### config.mk
export PLATFORM = sky130hd
export DESIGN_NAME = ternary_seq_ctrl
export DESIGN_NICKNAME = d
export VERILOG_FILES = /design/src/rtl/ternary_pkg.sv /design/src/rtl/tern_seq_cnt.sv /design/src/rtl/ternary_seq_ctrl.sv
export SDC_FILE = /design/constraint.sdc
export NUM_CORES = 1
export LEC_CHECK = 0
export ABC_AREA = 1
export BUFFER_PORTS_ARGS = -buffer_cell sky130_fd_sc_hd__buf_2
export CELL_PAD_IN_SITES_DETAIL_PLACEMENT = 0
export CELL_PAD_IN_SITES_GLOBAL_PLACEMENT = 1
export CORE_UTILIZATION = 34
export CTS_CLUSTER_SIZE = 30
export DETAILED_ROUTE_END_ITERATION = 10
export PLACE_DENSITY = 0.89
export SYNTH_ARGS = -nofsm -noshare
export SYNTH_HDL_FRONTEND = slang
export SYNTH_SLANG_ARGS = --single-unit
### constraint.sdc
create_clock -name clk -period 1.5 [get_ports clk]
set_clock_uncertainty 0.1 [all_clocks]
set_input_delay 0.225 -clock clk [delete_from_list [all_inputs] [get_ports clk]]
set_output_delay 0.225 -clock clk [all_outputs]
set_load 0.01 [all_outputs]
### src/rtl/ternary_pkg.sv
// Shared types for the ternary matrix-vector sequencer.
// State/op encodings and counter width helpers.
package ternary_pkg;

  typedef enum logic [2:0] {
    S_IDLE,
    S_LOAD,
    S_CLR,
    S_RUN,
    S_DRAIN
  } seq_state_t;

  typedef enum logic [1:0] {
    OP_NOP  = 2'd0,
    OP_LOAD = 2'd1,
    OP_RUN  = 2'd2,
    OP_RSVD = 2'd3
  } cmd_op_t;

  function automatic int row_w(input int n);
    return (n > 1) ? $clog2(n) : 1;
  endfunction

  function automatic int col_w(input int n);
    return (n > 1) ? $clog2(n) : 1;
  endfunction

endpackage

### src/rtl/tern_seq_cnt.sv
// Saturating index counter with sync clear and last-at-limit flag.
// Holds at limit instead of wrapping.
module tern_seq_cnt #(
  parameter int W = 4
) (
  input  logic         clk,
  input  logic         rst_n,
  input  logic         clr,
  input  logic         en,
  input  logic [W-1:0] limit,
  output logic [W-1:0] count,
  output logic         last
);

  assign last = (count == limit);

  always_ff @(posedge clk) begin
    if (!rst_n) begin
      count <= '0;
    end else if (clr) begin
      count <= '0;
    end else if (en && !last) begin
      count <= count + 1'b1;
    end
  end

endmodule

### src/rtl/ternary_seq_ctrl.sv
// Command sequencer: weight load, MAC run, column drain.
// TERNARY_SEQ_PERF_EN adds a saturating drain-stall counter.
module ternary_seq_ctrl
  import ternary_pkg::*;
#(
  parameter int MAX_IN_LEN  = 16,
  parameter int MAX_OUT_LEN = 8,
  localparam int ROW_W = row_w(MAX_IN_LEN),
  localparam int COL_W = col_w(MAX_OUT_LEN)
) (
  input  logic             clk,
  input  logic             rst_n,
  input  logic             cmd_valid,
  output logic             cmd_ready,
  input  logic [1:0]       cmd_op,
  input  logic [ROW_W-1:0] cmd_rows,
  input  logic [COL_W-1:0] cmd_cols,
  input  logic             abort,
  input  logic             data_valid,
  output logic             wload_en,
  output logic [ROW_W-1:0] row_idx,
  output logic             mac_clr,
  output logic             mac_en,
  output logic             out_valid,
  input  logic             out_ready,
  output logic [COL_W-1:0] drain_col,
  output logic             busy,
  output logic             done,
  output logic             err,
  output logic [15:0]      perf_stall
);

  seq_state_t       state;
  logic [ROW_W-1:0] rows;
  logic [COL_W-1:0] cols;
  logic             loaded;
  logic             row_last;
  logic             col_last;
  logic             row_phase;
  logic             cmd_acc;

  assign row_phase = (state == S_LOAD) || (state == S_RUN);
  assign cmd_ready = (state == S_IDLE) && !abort;
  assign cmd_acc   = cmd_valid && cmd_ready;
  assign wload_en  = (state == S_LOAD) && data_valid;
  assign mac_en    = (state == S_RUN) && data_valid;
  assign mac_clr   = (state == S_CLR);
  assign out_valid = (state == S_DRAIN);
  assign busy      = (state != S_IDLE);

  tern_seq_cnt #(.W(ROW_W)) u_row (
    .clk   (clk),
    .rst_n (rst_n),
    .clr   (abort || !row_phase),
    .en    (row_phase && data_valid),
    .limit (rows),
    .count (row_idx),
    .last  (row_last)
  );

  tern_seq_cnt #(.W(COL_W)) u_col (
    .clk   (clk),
    .rst_n (rst_n),
    .clr   (abort || (state != S_DRAIN)),
    .en    ((state == S_DRAIN) && out_ready),
    .limit (cols),
    .count (drain_col),
    .last  (col_last)
  );

  always_ff @(posedge clk) begin
    if (!rst_n) begin
      state  <= S_IDLE;
      rows   <= ROW_W'(MAX_IN_LEN - 1);
      cols   <= COL_W'(MAX_OUT_LEN - 1);
      loaded <= 1'b0;
      err    <= 1'b0;
      done   <= 1'b0;
    end else begin
      done <= 1'b0;
      if (abort) begin
        state <= S_IDLE;
        if (state == S_LOAD) loaded <= 1'b0;
      end else begin
        case (state)
          S_IDLE: begin
            if (cmd_acc) begin
              case (cmd_op_t'(cmd_op))
                OP_NOP: ;
                OP_LOAD: begin
                  state <= S_LOAD;
                  rows  <= cmd_rows;
                  cols  <= cmd_cols;
                  err   <= 1'b0;
                end
                OP_RUN: begin
                  if (loaded) state <= S_CLR;
                  else        err   <= 1'b1;
                end
                default: err <= 1'b1;
              endcase
            end
          end
          S_LOAD: begin
            if (data_valid && row_last) begin
              state  <= S_IDLE;
              loaded <= 1'b1;
              done   <= 1'b1;
            end
          end
          S_CLR: state <= S_RUN;
          S_RUN: begin
            if (data_valid && row_last) state <= S_DRAIN;
          end
          S_DRAIN: begin
            if (out_ready && col_last) begin
              state <= S_IDLE;
              done  <= 1'b1;
            end
          end
          default: state <= S_IDLE;
        endcase
      end
    end
  end

`ifdef TERNARY_SEQ_PERF_EN
  logic [15:0] stall_q;

  always_ff @(posedge clk) begin
    if (!rst_n) begin
      stall_q <= '0;
    end else if (cmd_acc && (cmd_op == OP_RUN)) begin
      stall_q <= '0;
    end else if (out_valid && !out_ready && (stall_q != 16'hFFFF)) begin
      stall_q <= stall_q + 16'd1;
    end
  end

  assign perf_stall = stall_q;
`else
  assign perf_stall = 16'h0;
`endif

endmodule
==> key figures <==
Run status
  • Status: completed

Global route
  • All-Layer GR Usage: 14.08%
  • Initial antenna violation count: 0
  • Largest net degree at the start of global routing: 15
  • Global-route wire length before repair: 4.512 mm
  • Remaining Overflow, GRT: 0
  • Vias in the first global route: 1039

Synthesis
  • Warnings, synthesis: 0
  • Cell area after synthesis: 0.001287 mm^2
  • Number of enable flip-flop cells after synthesis: 0
  • Cell count after synthesis: 186
  • Largest family of logic cells by synthesized area: simple AND/OR/NAND/NOR gates
  • Sequential area share after synthesis: 31.10%
  • Post-synthesis mux area share: 0%
  • Synth Area in Compound Gates: 12.83%
  • Flops & latches, synth: 20
  • Post-Synth XOR/XNOR Area: 0.6803%
  • Post-Synth Simple-Gate Area: 32.07%
  • Async SR Flop Fraction: 0%
  • Top FF cell, synth: dfxtp_1
  • Post-Synth Adder-Cell Area: 1.944%
  • Avg Inst Size Synth: 6.922 um^2
  • Synth cell types: 31

Timing
  • Fin worst setup slack: 0.02395 ns
  • Final setup fails: 0
  • Pins Over Slew Limit: 0
  • Fin crit share: 98.40%
  • Min Tclk post-route: 1.476 ns
  • Min Hold Slack: 0.07010 ns
  • Achievable Freq: 677.5 MHz
  • Unrepaired setup endpoints after global routing: true
  • Hold Fails Final Rpt: 0

Floorplan
  • Site row count: 21
  • Core Box Area: 0.003468 mm^2
  • Area of the die: 0.004037 mm^2
  • Die width: 63.54 um
  • # IOs: 46
  • Initial core utilization: 37.12%
  • Die span in y: 63.54 um

Final layout
  • Area grow syn2layout: 21.28%
  • Commonest non-fill, non-tap cells in the layout: 36 x nand2_1, 27 x buf_2, 22 x inv_1
  • N_diodes: 0
  • Number of fill cells: 382
  • Most common cell after layout, fill and taps aside: nand2_1
  • Share of layout cells above drive strength 1: 35.45%
  • Final Net Count: 238

Detailed routing
  • 1st-iter DRT viols: 50
  • Final ANT Viol Nets: 0
  • Post-Route WL: 2.623 mm
  • DR pass1 iterations: 4
  • Via count: 1145
  • Routed WL per cell: 9.861 um
  • DR DRC count: 0
  • Vias/cell: 4.305

Place
  • Post-detail-place hpwl: 2.128 mm
  • Port bufs: 29
  • Final Wtd Congestion: 0.8160
  • Pre-CTS setup slack: 0.08640 ns

Clock network
  • Num CTS Buffers: 3
  • H-tree depth: 1
  • Root Buffer: clkbuf_8
  • Clock-pin slew on the worst setup and hold paths: 0.08 ns
  • Max clock buf depth: 2
  • Clk_lat worst skew: 0.26 ns
  • Clk sinks: 20
  • CTS tree: built

Flow run
  • Max-cap violations: 0

Power
  • Combinational share of power: 13.6%
  • Leak Pwr: 0.7760 nW
  • P_sw: 0.0003112 W
  • Sw Share: 24.46%
  • IR drop worst, VDD: 0.4729 mV
  • Int Pwr: 0.0009609 W
  • Power per cell area: 814.7 mW/mm^2
  • Total power: 0.001272 W
  • Power share of the clock group: 43.0%
  • Part of the power in registers: 43.4%

Worst setup path
  • Nature of the critical path startpoint: register
  • Slowest CP cell: dfxtp_2
  • Buf+Inv Stages, Crit Path: 3
  • Worst path max stage delay: 0.34 ns
  • Crit path max-delay family: flip-flops
  • Crit end category: output port
  • Setup CP Type: reg2out
  • Critical Path Fanout Max: 5
  • CP cell instances: inv_2 -> nand2_4 -> nor2_4 -> inv_2 -> nor2_4 -> buf_6
  • Data required, critical path: 1.17 ns
  • WP data arrival: 1.15 ns

Min path
  • HP Class: in2reg
cell families (layout without fill, tap and decap cells):
group	Yosys count	in the layout
AND/OR/NAND/NOR	80	80
buffers and inverters	53	72
AO/OA/AOI/OAI	29	29
flip-flops	20	20
adder cells (fa/ha/maj)	2	2
other	1	16
XOR/XNOR	1	1
final timing paths:
check                                 start       end  slack, ns  cells after the start
worst min register to register       loaded    loaded       0.39                      2
worst max register to register     state[0]   cols[1]       0.11                      7
worst min-delay path            cmd_rows[0]   rows[0]       0.07                      3
worst max-delay path               state[2]  wload_en       0.02                      6
power groups by stage:
stage	Sequential [W]	Clock (W)	Combinational [W]
3_5_place_dp	0.000565	0	0.000160
3_3_place_gp	0.000565	0	0.000160
2_1_floorplan	0.000563	0	0.000144
4_1_cts	0.000553	0.000561	0.000163
6_report	0.000552	0.000548	0.000172
5_1_grt	0.000554	0.000588	0.000194
state kept, by name, summed over array words and instances (netlist names):
name	count
rows	4
done	1
cols	3
u_col.count	3
err	1
loaded	1
u_row.count	4
state	3
routing by layer:
layer	share of wire [%]	global-route usage, %	vias to the layer above
met2	47	23.01	32
met5	0	0	-
met4	0.80	3.409	0
met1	48	17.94	491
li1	-	-	620
met3	4.7	4.167	2
worst register-to-register path: cells and delay by family, from the launching register on:
family | cells | cell delay, ns
and+or+nand+nor | 4 | 0.61
DFF | 1 | 0.38
AOI/OAI and AO/OA | 2 | 0.18
buffers and inverters | 1 | 0.07
metrics by stage:
stage	setup TNS, ns	instances	utilization (%)	cell area, um^2
after global routing	-0.03393	266	45.02	1562
after detailed placement	0	261	41.23	1430
after CTS	-0.02514	265	43.76	1518
final	0	266	45.02	1562
after global placement	0	261	41.23	1430
after floorplan	0	201	-	1344
timing repair:
action,4_1_cts,5_1_grt
endpoints found under the hold margin,0,0
gates resized for setup,8,12
buffers inserted,0,1
hold buffers,0,0
pin swaps,0,2
endpoints found under the setup margin,3,9
Yosys cell counts, types with 3 or more instances:
master / n / area [um^2]
dfxtp_1: 20 / 400.4
nand3_1: 7 / 35.03
nand3_2: 3 / 30.03
a21oi_1: 11 / 55.05
nand2_1: 36 / 135.1
nand4_1: 3 / 18.77
nor2_2: 3 / 18.77
buf_4: 16 / 120.1
inv_1: 25 / 93.84
o21ai_1: 8 / 40.04
nor2_1: 15 / 56.30
nand2_2: 5 / 31.28
inv_2: 8 / 30.03
o21ai_0: 3 / 15.01
area by class of cell:
type                    instances  area, um^2  area share, %
repair buffers                 32       180.2          11.54
flip-flops and latches         20       412.9          26.44
well taps                      46       57.56          3.686
clock inverters                 1       30.03          1.923
multi-input cells             128       699.4          44.79
inverters                      36       140.1          8.974
clock buffers                   3       41.29          2.644
(Power assumes the default switching activity.)
